File: config.mk
export PLATFORM = sky130hd
export DESIGN_NAME = pb_pulser
export DESIGN_NICKNAME = d
export VERILOG_FILES = /design/src/rtl/pb_pkg.sv /design/src/rtl/sync2.sv /design/src/rtl/pb_pulser.sv
export SDC_FILE = /design/constraint.sdc
export NUM_CORES = 1
export LEC_CHECK = 0
export ABC_AREA = 1
export CAP_MARGIN = 5
export CORE_UTILIZATION = 55
export CTS_CLUSTER_SIZE = 14
export DETAILED_ROUTE_END_ITERATION = 8
export HOLD_SLACK_MARGIN = 0.08
export PLACE_DENSITY = 0.79
export SYNTH_ARGS = -nofsm -noshare
export SYNTH_HDL_FRONTEND = slang
export SYNTH_HIERARCHICAL = 1
export SYNTH_SLANG_ARGS = --single-unit
File: constraint.sdc
create_clock -name clock -period 2.4 [get_ports clock]
set_input_delay 0.24 -clock clock [delete_from_list [all_inputs] [get_ports clock]]
set_output_delay 0.24 -clock clock [all_outputs]
set_load 0.005 [all_outputs]
File: src/rtl/pb_pkg.sv
// Shared types and defaults for the push-button pulser: FSM state encoding,
// default timing constants and a small max helper for counter sizing.
package pb_pkg;

  typedef logic [1:0] pb_state_t;

  localparam pb_state_t IDLE       = 2'd0;
  localparam pb_state_t DB_PRESS   = 2'd1;
  localparam pb_state_t HELD       = 2'd2;
  localparam pb_state_t DB_RELEASE = 2'd3;

  localparam int PB_DEBOUNCE_CYCLES_DEF = 50000;
  localparam int PB_REPEAT_DELAY_DEF    = 25000000;
  localparam int PB_REPEAT_PERIOD_DEF   = 5000000;

  function automatic int pb_max(input int a, input int b);
    return (a > b) ? a : b;
  endfunction

endpackage

File: src/rtl/sync2.sv
// Two-flop synchronizer for one asynchronous level, async active-low reset.
module sync2 (
  input  logic clk,
  input  logic rst_n,
  input  logic d,
  output logic q
);

  logic meta_q, meta_d;
  logic sync_q, sync_d;

  always_comb begin
    meta_d = d;
    sync_d = meta_q;
  end

  always_ff @(posedge clk or negedge rst_n) begin
    if (!rst_n) begin
      meta_q <= 1'b0;
      sync_q <= 1'b0;
    end else begin
      meta_q <= meta_d;
      sync_q <= sync_d;
    end
  end

  assign q = sync_q;

endmodule

File: src/rtl/pb_pulser.sv
// Debounced push-button to one-cycle strobe, capturing SerIn with each strobe.
// Optional auto-repeat while held is enabled by defining PB_AUTO_REPEAT_EN.
module pb_pulser
  import pb_pkg::*;
#(
  parameter int DEBOUNCE_CYCLES = PB_DEBOUNCE_CYCLES_DEF,
  parameter int REPEAT_DELAY    = PB_REPEAT_DELAY_DEF,
  parameter int REPEAT_PERIOD   = PB_REPEAT_PERIOD_DEF
) (
  input  logic clock,
  input  logic reset,
  input  logic clkPB,
  input  logic SerIn,
  output logic clkEn,
  output logic SerBit,
  output logic pbLevel
);

`ifdef PB_AUTO_REPEAT_EN
  localparam int CW = $clog2(pb_max(DEBOUNCE_CYCLES, pb_max(REPEAT_DELAY, REPEAT_PERIOD)));
  localparam logic [CW-1:0] RD_LAST = CW'(REPEAT_DELAY - 1);
  localparam logic [CW-1:0] RP_LAST = CW'(REPEAT_PERIOD - 1);
`else
  localparam int CW = $clog2(DEBOUNCE_CYCLES);
`endif
  localparam logic [CW-1:0] DB_LAST = CW'(DEBOUNCE_CYCLES - 1);

  if (DEBOUNCE_CYCLES < 2 || DEBOUNCE_CYCLES > (1 << 20) ||
      REPEAT_DELAY < 1 || REPEAT_PERIOD < 1) begin : g_bad_cfg
    $error("pb_pulser: timing parameter out of range");
  end

  logic pb_s, si_s;

  sync2 u_sync_pb (.clk(clock), .rst_n(reset), .d(clkPB), .q(pb_s));
  sync2 u_sync_si (.clk(clock), .rst_n(reset), .d(SerIn), .q(si_s));

  pb_state_t     state_q, state_d;
  logic [CW-1:0] cnt_q, cnt_d;
  logic          clk_en_q, clk_en_d;
  logic          ser_bit_q, ser_bit_d;
  logic          pb_level_q, pb_level_d;
  logic          fire;
`ifdef PB_AUTO_REPEAT_EN
  logic [CW-1:0] rpt_cnt_q, rpt_cnt_d;
  logic          rpt_periodic_q, rpt_periodic_d;
`endif

  always_comb begin
    state_d    = state_q;
    cnt_d      = cnt_q;
    ser_bit_d  = ser_bit_q;
    pb_level_d = pb_level_q;
    fire       = 1'b0;
`ifdef PB_AUTO_REPEAT_EN
    rpt_cnt_d      = rpt_cnt_q;
    rpt_periodic_d = rpt_periodic_q;
`endif

    case (state_q)
      IDLE: begin
        if (pb_s) begin
          state_d = DB_PRESS;
          cnt_d   = '0;
        end
      end
      DB_PRESS: begin
        if (!pb_s) begin
          state_d = IDLE;
          cnt_d   = '0;
        end else if (cnt_q == DB_LAST) begin
          state_d    = HELD;
          pb_level_d = 1'b1;
          fire       = 1'b1;
        end else begin
          cnt_d = (cnt_q == '1) ? cnt_q : cnt_q + 1'b1;
        end
      end
      HELD: begin
        if (!pb_s) begin
          state_d = DB_RELEASE;
          cnt_d   = '0;
        end
      end
      DB_RELEASE: begin
        // A high sample here is bounce on release: back to HELD, no strobe.
        if (pb_s) begin
          state_d = HELD;
        end else if (cnt_q == DB_LAST) begin
          state_d    = IDLE;
          pb_level_d = 1'b0;
        end else begin
          cnt_d = (cnt_q == '1) ? cnt_q : cnt_q + 1'b1;
        end
      end
      default: begin
        state_d = IDLE;
        cnt_d   = '0;
      end
    endcase

`ifdef PB_AUTO_REPEAT_EN
    // Every entry into HELD restarts the long initial delay.
    if (state_d == HELD && state_q != HELD) begin
      rpt_cnt_d      = '0;
      rpt_periodic_d = 1'b0;
    end else if (state_q == HELD && pb_s) begin
      if (rpt_cnt_q == (rpt_periodic_q ? RP_LAST : RD_LAST)) begin
        fire           = 1'b1;
        rpt_cnt_d      = '0;
        rpt_periodic_d = 1'b1;
      end else begin
        rpt_cnt_d = (rpt_cnt_q == '1) ? rpt_cnt_q : rpt_cnt_q + 1'b1;
      end
    end
`endif

    clk_en_d = fire & ~clk_en_q;
    if (clk_en_d) begin
      ser_bit_d = si_s;
    end
  end

  always_ff @(posedge clock or negedge reset) begin
    if (!reset) begin
      state_q    <= IDLE;
      cnt_q      <= '0;
      clk_en_q   <= 1'b0;
      ser_bit_q  <= 1'b0;
      pb_level_q <= 1'b0;
`ifdef PB_AUTO_REPEAT_EN
      rpt_cnt_q      <= '0;
      rpt_periodic_q <= 1'b0;
`endif
    end else begin
      state_q    <= state_d;
      cnt_q      <= cnt_d;
      clk_en_q   <= clk_en_d;
      ser_bit_q  <= ser_bit_d;
      pb_level_q <= pb_level_d;
`ifdef PB_AUTO_REPEAT_EN
      rpt_cnt_q      <= rpt_cnt_d;
      rpt_periodic_q <= rpt_periodic_d;
`endif
    end
  end

  assign clkEn   = clk_en_q;
  assign SerBit  = ser_bit_q;
  assign pbLevel = pb_level_q;

endmodule

# ---- Word-level counts from Yosys, hierarchy flattened
# Cells that the tools add are included.
dict set report op_classes {
  n_eq_ne 13
  bitwise_logic 2
  n_addsub 1
  reduce_logical 5
  mux 22
}
# cell n
set ops {}
lappend ops {{16-bit 2-to-1 mux} 6}
lappend ops {{16-bit case mux with 4 select lines} 1}
lappend ops {{16-bit equality test, second input constant} 2}
lappend ops {{16-bit by 1-bit adder with 16-bit output, second input constant} 1}
lappend ops {{2-bit 2-to-1 mux} 6}
lappend ops {{2-bit != test, second input constant} 4}
lappend ops {{2-bit case mux with 4 select lines} 1}
lappend ops {{1-bit 2-to-1 mux} 7}
lappend ops {{5-bit AND reduction} 1}
lappend ops {{2-bit equality test, second input constant} 2}
lappend ops {{2-bit by 1-bit != test with 1-bit output, second input constant} 2}
lappend ops {{4-bit AND reduction} 1}
lappend ops {{3-bit by 2-bit != test with 1-bit output, second input constant} 1}
lappend ops {{3-bit != test, second input constant} 1}
lappend ops {{3-bit AND reduction} 1}
lappend ops {{2-bit by 1-bit equality test with 1-bit output, second input constant} 1}
lappend ops {{2-bit zero test} 1}
lappend ops {{1-bit case mux with 2 select lines} 1}
lappend ops {{2-bit nonzero test} 1}
lappend ops {{1-bit bitwise AND} 1}
lappend ops {{1-bit NOT} 1}
dict set report totals {
  out_inout_bits 3
  register_bits 25
}

# ---- Longest topological paths before layout
# Gate-level depths: netlist (run 1).
dict set report logic_depth {
  word_depth 5
  mapped_depth 11
  ltp_nobuf 10
}

# ---- Modules after synthesis
# Netlist (run 1), hierarchy kept.
# module instances cells_each area_each_um2
set modules_own_cells {}
lappend modules_own_cells {pb_pulser 1 210 1410.1}
lappend modules_own_cells {sync2 2 2 50.0}

# ---- Worst setup path before layout (run 1)
# No wires, ideal clock.
dict set report synth_timing {
  kind {flip-flop to flip-flop}
  startpoint {register cnt_q[0]}
  endpoint {register cnt_q[2]}
  slack_ns 1.038
  setup_ns 0.120
  required_ns 2.280
  arrival_ns 1.242
  synth_period_minus_slack_ns 1.362
  stages_incl_launch_ff 8
  path_cell_list {dfrtp_1 ha_1 nand3_2 nor2_1 nand2_2 nand3_1 o21bai_1 nor2_1}
}
dict set report synth_between {
  elab_chain_len 5
}
# item line_no
set synth_rtl {}
lappend synth_rtl {{from (decl)} pb_pulser.sv:39} ;# logic [CW-1:0] cnt_q, cnt_d;
lappend synth_rtl {{from (signal assigned)} pb_pulser.sv:137} ;# cnt_q <= cnt_d;
lappend synth_rtl {{16-bit by 1-bit adder with 16-bit output / 16-bit equality test (equally long branches)} {pb_pulser.sv:76, pb_pulser.sv:93}}
lappend synth_rtl {{16-bit 2-to-1 mux} {pb_pulser.sv:76, pb_pulser.sv:93}}
lappend synth_rtl {{16-bit 2-to-1 mux (*)} {pb_pulser.sv:71, pb_pulser.sv:89}}
lappend synth_rtl {{16-bit 2-to-1 mux (on tied branches)} {pb_pulser.sv:87, pb_pulser.sv:68}}
lappend synth_rtl {{16-bit case mux with 4 select lines (*)} pb_pulser.sv:60} ;# case (state_q)
# Mark *: on every way between the ends. The rest lies on a longest branch, timed or not. The select of a mux whose other input is x is not followed.
# A chain may end at the register's enable or synchronous reset.

# ---- Worst setup path in the final report (run 1)
dict set report layout_timing {
  startpoint {register cnt_q[0]}
  endpoint {register cnt_q[0]}
}
# Same word-level chain as after synthesis.

==> results of run 1 <==
-- metrics by stage --
stage,setup slack (ns),util (%),hold slack (ns)
6_report,0.708,64.2,0.252
5_1_grt,0.553,64.2,0.310
3_5_place_dp,0.721,63.0,0.338
3_3_place_gp,0.830,63.0,0.342
2_1_floorplan,1.04,-,-0.0556
4_1_cts,0.703,64.2,0.257
-- area by class of cell --
cell class | count | area share (%)
inverter | 28 | 6.43
multi-input combinational | 160 | 47.0
tap | 30 | 2.30
clock inverter | 1 | 0.459
clock buffer | 3 | 1.38
timing repair buffer | 7 | 4.13
sequential | 25 | 38.3
-- kinds of logic (layout without fill, tap and decap cells) --
logic type	count (synthesis)	after routing	share of synthesized area, %
compound gates	17	17	6.79
xor+xnor	3	3	1.74
fa+ha+maj	1	1	0.828
buf+inv	29	39	7.70
flops	25	25	41.4
simple gates	139	139	41.5
-- registers in the layout, summed over array words and instances (netlist names), named ones only --
| signal | cells |
|---|---|
| cnt_q | 16 |
| SerBit | 1 |
| clkEn | 1 |
| pbLevel | 1 |
| state_q | 1 |
| u_sync_pb/meta_q | 1 |
| u_sync_pb/q | 1 |
| u_sync_si/meta_q | 1 |
| u_sync_si/q | 1 |
-- routing by layer --
layer | vias up | global-route usage (%) | routed length (um)
met3 | 8 | 5.00 | 150
met2 | 35 | 45.5 | 1650
li1 | 690 | - | -
met1 | 650 | 30.7 | 1410
met5 | - | 0 | 0
met4 | 0 | 12.8 | 53
-- critical path, cell delays in order (launching register included) --
cell	delay, ns
dfrtp_1	0.40
ha_1	0.21
nand3_2	0.15
nor2_2	0.20
nand2_2	0.20
nand3_1	0.24
nand2_1	0.10
inv_1	0.07
nor2_1	0.04
-- Yosys cell counts --
library cell / count / area share [%]
nor3_1: 3 / 0.99
o21ai_0: 9 / 3.0
nand4_1: 3 / 1.2
nand2_4: 1 / 0.75
nand3_1: 19 / 6.3
xor2_1: 3 / 1.7
nor2_1: 36 / 8.9
dfrtp_1: 25 / 41
nor3_4: 1 / 1.1
a21oi_4: 1 / 1.1
o22ai_1: 1 / 0.41
or2_2: 1 / 0.41
nand2_1: 60 / 15
o21ai_1: 2 / 0.66
nor3b_1: 1 / 0.50
a21oi_1: 2 / 0.66
inv_1: 25 / 6.2
inv_2: 3 / 0.75
nand2_2: 7 / 2.9
nor2_4: 1 / 0.75
nand3_2: 1 / 0.66
buf_6: 1 / 0.75
nor2_2: 5 / 2.1
o21bai_1: 2 / 0.99
ha_1: 1 / 0.83
-- cell usage in the layout (no fill, tap or decap), drive strengths merged, types with 2 or more instances in the layout --
master / count
nand2: 68
xor2: 3
clkbuf: 3
nor2: 42
clkdlybuf4s50: 6
dfrtp: 25
nand4: 3
o21bai: 2
nand3: 20
nor3: 4
a21oi: 3
inv: 28
o21ai: 11
-- power groups by stage --
| stage | Sequential, W | Clock (W) | Combinational, W |
|---|---|---|---|
| 4_1_cts | 0.000506 | 0.000200 | 0.000300 |
| 5_1_grt | 0.000514 | 0.000215 | 0.000338 |
| 6_report | 0.000507 | 0.000191 | 0.000299 |
| 2_1_floorplan | 0.000505 | 0 | 0.000216 |
| 3_5_place_dp | 0.000515 | 0 | 0.000298 |
| 3_3_place_gp | 0.000510 | 0 | 0.000281 |
-- final timing paths --
kind / cells after the start / slack (ns) / endpoint / startpoint
worst max register to register: 8 / 0.71 / cnt_q[0]$_DFFE_PN0P_ / cnt_q[0]$_DFFE_PN0P_
worst min register to register: 0 / 0.38 / u_sync_pb/q$_DFF_PN0_ / u_sync_pb/meta_q$_DFF_PN0_
min in group clock: 1 / 0.35 / u_sync_pb/meta_q$_DFF_PN0_ / clkPB
worst max-delay path: 8 / 0.71 / cnt_q[0]$_DFFE_PN0P_ / cnt_q[0]$_DFFE_PN0P_
worst min-delay path: 2 / 0.25 / cnt_q[9]$_DFFE_PN0P_ / reset
max in group asynchronous: 2 / 1.90 / cnt_q[8]$_DFFE_PN0P_ / reset
==> results.json, run 1 <==
{
  "status": "finished, final reports clean",
  "worst_pin_slew_ns": 0.460,
  "die-area_mm2": 0.00296,
  "slew_viol_final": 0,
  "clk_pin_slew_ns": 0.14,
  "core_mm2": 0.00254,
  "finalCritPeriodShare_pct": 70.5,
  "drt_iter0_markers": 45,
  "syn_area_mm2": 0.00151,
  "avgViaCountPerCell": 5.44,
  "instances_no_fill": 254,
  "relSlewSlack_pct": 69.3,
  "rows": 18,
  "area_growth_pct": 8.20,
  "power_frac_seq_pct": 50.8,
  "fin_setup_tns_ns": 0,
  "dp.cells": 250,
  "clock_skew_ns": 0.00722,
  "dp_hpwl_um": 2540,
  "ys_seq_area_share_pct": 41.4,
  "fin_area_mm2": 0.00163,
  "max_freq_mhz": 591,
  "pwr-share-clk_pct": 19.2,
  "ant_nets": 0,
  "wl_per_cell_um": 12.8,
  "initial_utilization_pct": 59.3,
  "crit_type": "reg -> reg",
  "grt_overflow": 0,
  "first_pass_iters": 4,
  "die_w_um": 54.4,
  "hold_buffers": 0,
  "total_power_w": 0.000998,
  "drive_above_1_share_pct": 11.6,
  "setup_viol": 0,
  "critPathLaunchType": "flip-flop",
  "dr_total_vias": 1383,
  "internal-power_w": 0.000616,
  "grt_pass1_vias": 1316,
  "static-leakage-power_nw": 0.802,
  "avgSynthCellArea_um2": 7.06,
  "rsz0062_at_grt": "no",
  "cts_setup_buffers": 0,
  "cts_buffer_depth": 2,
  "drcViolationCount": 0,
  "hold_viol_final": 0,
  "ys_types": 25,
  "end_kind": "flip-flop",
  "worstPathArrival_ns": 1.92,
  "n_antenna_cell": 0,
  "grt_max_degree": 26,
  "combPwrFrac_pct": 30.0,
  "fill_cells": 231,
  "ys_warn_count": 6,
  "cts_max_level": 1,
  "drt_wl_total_um": 3260,
  "cts_tree": "done",
  "synthCells": 214,
  "period_minus_slack_ns": 1.69,
  "grt_usage_pct": 26.3,
  "die_h_um": 54.4,
  "crit_fanout": 11,
  "grt_pass1_wl_um": 5480,
  "cap_violations": 0,
  "critPathRequiredTime_ns": 2.63,
  "synthesis.nets": 219,
  "cts_buffers": 3,
  "synth-seq-cells": 25,
  "ios": 7,
  "dpl-instance-area_mm2": 0.00160,
  "nNetsFinal": 230,
  "hold_path_class": "in -> async",
  "insertion_delay_ns": 0.32,
  "clock_sinks": 25,
  "antenna_found_initial": 0,
  "p_switching_w": 0.000382,
  "numPortBuffers": 6,
  "gp_congestion": 0.925,
  "cts.repair.resized": 0,
  "multi_input_area_um2": 768,
  "ctsRootBufferMaster": "clkbuf_4",
  "peakVddDrop_v": 0.000557,
  "register_area_um2": 626,
  "power.share.switching_pct": 38.3,
  "power_density_mw_per_mm2": 611
}
(Power assumes the default switching activity.)
==> run 2: changes to the inputs <==
- CORE_UTILIZATION: 55 -> 53
- clock period: 2.4 -> 1.5 ns (I/O delays scaled with it)
==> results.json, run 2 (synthesized netlist as in run 1, its figures left out) <==
{
  "ctsRootBufferMaster": "clkbuf_4",
  "crit_fanout": 6,
  "antenna_found_initial": 0,
  "grt_usage_pct": 23.8,
  "clock_skew_ns": 0.00196,
  "fill_cells": 178,
  "mostFrequentLayoutCells": "56 x nand2_1, 28 x nor2_1, 24 x inv_1",
  "crit_chain": "nand2_1 -> inv_1 -> nand2_1 -> nor2_4 -> nand2_4 -> buf_6 -> nand2_2 -> nand3_2 -> o21ai_1",
  "cpLargestDelayFamily": "simple AND/OR/NAND/NOR gates",
  "path_common_cell": "nand2_1",
  "max_stage_delay_ns": 0.47,
  "top_usage_layer": "met2",
  "reg2reg_to": "cnt_q[4]$_DFFE_PN0P_",
  "clock_sinks": 25,
  "wl_per_cell_um": 14.5,
  "drcViolationCount": 0,
  "die_h_um": 55.4,
  "p_switching_w": 0.000744,
  "pwr-share-clk_pct": 17.4,
  "worst_pin_slew_ns": 0.322,
  "reg2reg_setup_slack_ns": -0.09,
  "hold_path_class": "in -> async",
  "nNetsFinal": 252,
  "cpMaxStageDelayCell": "dfrtp_1",
  "utilization_pct": 77.8,
  "cts_buffer_depth": 2,
  "relSlewSlack_pct": 78.5,
  "crit_type": "reg -> reg",
  "drive_above_1_share_pct": 32.5,
  "setup_viol": 12,
  "gp_congestion": 0.902,
  "internal-power_w": 0.00117,
  "final_common_cell": "nand2_1",
  "dp_hpwl_um": 2480,
  "critPathRequiredTime_ns": 1.77,
  "rr_startpoint": "cnt_q[6]$_DFFE_PN0P_",
  "end_kind": "flip-flop",
  "dr_total_vias": 1504,
  "rows": 18,
  "initial_utilization_pct": 58.3,
  "finalCritPeriodShare_pct": 106,
  "clk_pin_slew_ns": 0.15,
  "layout_setup_ws_ns": -0.0863,
  "reg2regPathDepth": 9,
  "period_minus_slack_ns": 1.59,
  "insertion_delay_ns": 0.33,
  "hold_buffers": 0,
  "cts_buffers": 3,
  "cts_tree": "done",
  "combPwrFrac_pct": 39.3,
  "grt_max_degree": 26,
  "globalRouteMet2Util_pct": 41.7,
  "register_area_um2": 629,
  "violations": "setup timing",
  "worst-path-buf-inv": 2,
  "worstPathArrival_ns": 1.85,
  "cts_max_level": 1,
  "die-area_mm2": 0.00307,
  "static-leakage-power_nw": 0.981,
  "ant_nets": 0,
  "grt_use_met1_pct": 31.0,
  "hold_viol_final": 0,
  "power_density_mw_per_mm2": 950,
  "grt_pass1_wl_um": 5820,
  "avgViaCountPerCell": 5.45,
  "numPortBuffers": 6,
  "power.share.switching_pct": 38.8,
  "critPathLaunchType": "flip-flop",
  "peakVddDrop_v": 0.00124,
  "ios": 7,
  "grt_overflow": 0,
  "n_antenna_cell": 0,
  "max_freq_mhz": 630,
  "power_frac_seq_pct": 43.3,
  "core_mm2": 0.00259,
  "status": "complete, but fails checks",
  "slew_viol_final": 0,
  "multi_input_area_um2": 956,
  "largest_register": "cnt_q",
  "die_w_um": 55.4,
  "drt_wl_total_um": 4000,
  "rsz0062_at_grt": "yes",
  "cap_violations": 0,
  "fin_hold_ws_ns": 0.153,
  "first_pass_iters": 4,
  "grt_pass1_vias": 1347,
  "drt_iter0_markers": 113,
  "area_growth_pct": 33.5,
  "grtUsageMet3_pct": 5.39,
  "largest_reg_flops": 16
}
[run 2: cell count changes in the layout (fill, tap and decap cells not counted), moves of 3 or more]
cell     delta
nand3_1    -13
nor2_4      +5
nor2_2      +3
o21ai_1     +5
o21ai_0     -5
dfrtp_2     +3
buf_6       +3
buf_4      +18
nand2_4     +3
nand2_1     -4
nor2_1      -8
nand3_2     +9
nand3_4     +4
dfrtp_1     -3
[run 2: stage by stage]
step                       TNS, ns  instance area (um^2)  total power (W)  setup slack [ns]  cells
after floorplan                  0                  1510          0.00115             0.138    214
after global placement    -0.00591                  1680          0.00133          -0.00591    260
after detailed placement    -0.113                  1680          0.00134           -0.0682    260
after CTS                        0                  1740          0.00172           0.00569    266
after global routing        -0.915                  2020          0.00203            -0.121    276
final                       -0.420                  2020          0.00192           -0.0863    276
[run 2: power groups by stage]
stage	logic [W]	registers (W)	clock network, W
2_1_floorplan	0.000345	0.000807	0
3_3_place_gp	0.000519	0.000808	0
3_5_place_dp	0.000530	0.000811	0
4_1_cts	0.000583	0.000792	0.000342
5_1_grt	0.000818	0.000839	0.000377
6_report	0.000753	0.000829	0.000334
[run 2: per-layer routing]
layer	routed length [um]	vias up	part of all wire, %
li1	-	731	-
met1	1600	698	40
met2	2070	59	52
met3	217	16	5.4
met4	103	0	2.6
met5	0	-	0
[run 2: final cells by class]
cell class / instances / area share, %
Tap cell: 30 / 1.86
Timing Repair Buffer: 29 / 12.7
Clock buffer: 3 / 1.12
Clock inverter: 1 / 0.435
Sequential cell: 25 / 31.2
Inverter: 28 / 5.21
Multi-Input combinational cell: 160 / 47.4
[run 2: worst reg2reg max path: stages (launching register included)]
cell	delay [ns]
dfrtp_1	0.47
nand2_1	0.13
inv_1	0.14
nand2_1	0.13
nor2_4	0.16
nand2_4	0.12
buf_6	0.15
nand2_2	0.06
nand3_2	0.07
o21ai_1	0.10
[run 2: how the worst max path moves through the flow]
stage / start / to / depth (start not counted) / slack, ns
finish: cnt_q[6]$_DFFE_PN0P_ / cnt_q[4]$_DFFE_PN0P_ / 9 / -0.09
global route: cnt_q[6]$_DFFE_PN0P_ / cnt_q[8]$_DFFE_PN0P_ / 9 / -0.12
CTS: cnt_q[0]$_DFFE_PN0P_ / cnt_q[8]$_DFFE_PN0P_ / 8 / 0.006
detailed placement: cnt_q[0]$_DFFE_PN0P_ / cnt_q[2]$_DFFE_PN0P_ / 8 / -0.07
global placement: cnt_q[0]$_DFFE_PN0P_ / cnt_q[2]$_DFFE_PN0P_ / 7 / -0.006
floorplan: cnt_q[0]$_DFFE_PN0P_ / cnt_q[2]$_DFFE_PN0P_ / 7 / 0.14
[run 2: timing repair]
action / CTS / global route
setup buffers: 2 / 10
gates resized for setup: 5 / 48
pin swaps: 0 / 22
setup endpoints to repair: 9 / 21
==> run 3: changes to the inputs <==
- CORE_UTILIZATION: 53 -> 55
- clock period: 1.5 -> 1.7 ns (I/O delays scaled with it)
==> results.json, run 3 (synthesized netlist as in run 1, its figures left out) <==
{
  "core_mm2": 0.00254,
  "status": "finished, final reports clean",
  "die_h_um": 54.4,
  "area_growth_pct": 8.78,
  "drcViolationCount": 0,
  "drt_wl_total_um": 3290,
  "relSlewSlack_pct": 70.5,
  "clock_sinks": 25,
  "setup_viol": 0,
  "critPathLaunchType": "flip-flop",
  "static-leakage-power_nw": 0.823,
  "period_minus_slack_ns": 1.56,
  "clock_skew_ns": 0.0128,
  "grt_usage_pct": 26.3,
  "grt_pass1_vias": 1327,
  "cap_violations": 0,
  "antenna_found_initial": 0,
  "power_density_mw_per_mm2": 859,
  "first_pass_iters": 4,
  "cts_max_level": 1,
  "critPathRequiredTime_ns": 1.93,
  "max_freq_mhz": 639,
  "mostFrequentLayoutCells": "59 x nand2_1, 36 x nor2_1, 25 x dfrtp_1, 25 x inv_1, 18 x nand3_1",
  "nNetsFinal": 230,
  "ctsRootBufferMaster": "clkbuf_4",
  "worstPathArrival_ns": 1.79,
  "slew_viol_final": 0,
  "grt_max_degree": 26,
  "hold_buffers": 0,
  "final_common_cell": "nand2_1",
  "gp_congestion": 0.924,
  "insertion_delay_ns": 0.32,
  "rr_startpoint": "cnt_q[0]$_DFFE_PN0P_",
  "fin_setup_tns_ns": 0,
  "hold_path_class": "in -> async",
  "die_w_um": 54.4,
  "startpoint": "cnt_q[0]$_DFFE_PN0P_",
  "die-area_mm2": 0.00296,
  "grt_pass1_wl_um": 5490,
  "cts_tree": "done",
  "wl_per_cell_um": 12.9,
  "avgViaCountPerCell": 5.49,
  "hold_viol_final": 0,
  "dr_total_vias": 1395,
  "peakVddDrop_v": 0.000757,
  "cts_buffer_depth": 2,
  "finalCritPeriodShare_pct": 92.0,
  "grt_overflow": 0,
  "rows": 18,
  "largest_register": "cnt_q",
  "cts_buffers": 3,
  "clk_pin_slew_ns": 0.14,
  "worst_pin_slew_ns": 0.442,
  "dp_hpwl_um": 2580,
  "ant_nets": 0,
  "largest_reg_flops": 16,
  "ios": 7,
  "crit_fanout": 3,
  "rsz0062_at_grt": "no",
  "numPortBuffers": 6,
  "drt_iter0_markers": 57,
  "fill_cells": 240,
  "cts_setup_buffers": 0,
  "initial_utilization_pct": 59.3,
  "n_antenna_cell": 0,
  "end_kind": "flip-flop",
  "crit_type": "reg -> reg",
  "total_power_w": 0.00141,
  "drive_above_1_share_pct": 12.1
}
run 3: changes by cell type in the layout (fill, tap and decap cells not counted), sizes merged:
cell    previous run  this run
buf               23         1
clkbuf             3         4
inv               29        28
run 3: layout make-up:
cell class | count | area [um^2] | area share, %
timing repair buffer | 7 | 67.6 | 4.11
inverter | 28 | 105 | 6.40
tap | 30 | 37.5 | 2.28
clock buffer | 4 | 26.3 | 1.60
sequential | 25 | 626 | 38.1
multi-input combinational | 160 | 781 | 47.5
run 3: metal layers:
layer	vias up	GRT usage (%)	routed length (um)
li1	692	-	-
met1	667	30.5	1500
met2	32	47.2	1670
met3	4	4.72	100
met4	0	10.7	25
met5	-	0	0
run 3: through the flow:
step,area [um^2],utilization (%),setup slack [ns],std cells,hold slack (ns)
after floorplan,1510,-,0.338,214,-0.126
after global placement,1600,63.0,0.130,250,0.342
after detailed placement,1600,63.0,0.0401,250,0.338
after CTS,1630,64.1,0.0182,254,0.196
after global routing,1640,64.6,0.00303,254,0.242
final,1640,64.6,0.135,254,0.188
run 3: repair_timing:
item | in CTS | in global routing
endpoints found under the hold margin | 0 | 0
resized for setup | 0 | 3
setup endpoints to repair | 0 | 3
run 3: report_power, final:
part / switching (W) / leakage, nW / total (W) / internal (W)
combinational: 0.000301 / 0.475 / 0.000431 / 0.000130
clock: 0.000174 / 0.0150 / 0.000266 / 0.0000916
sequential: 0.0000603 / 0.333 / 0.000715 / 0.000654
total: 0.000535 / 0.823 / 0.00141 / 0.000876
run 3: worst max-delay path, cell delays in order (launching register included):
cell and delay [ns]:
dfrtp_1 0.40, ha_1 0.21, nand2_1 0.09, nor2_1 0.15
nand3_1 0.17, nor3_1 0.29, nand2_1 0.08, nand2_1 0.07
nor2_1 0.04
run 3: final timing paths:
check	to	slack [ns]	cells past startpoint
min	cnt_q[7]$_DFFE_PN0P_	0.19	2
max reg2reg	cnt_q[10]$_DFFE_PN0P_	0.14	8
max	cnt_q[10]$_DFFE_PN0P_	0.14	8
min in group clock	u_sync_pb/meta_q$_DFF_PN0_	0.27	1
min reg2reg	u_sync_si/q$_DFF_PN0_	0.38	0
max in group asynchronous	cnt_q[8]$_DFFE_PN0P_	1.26	2
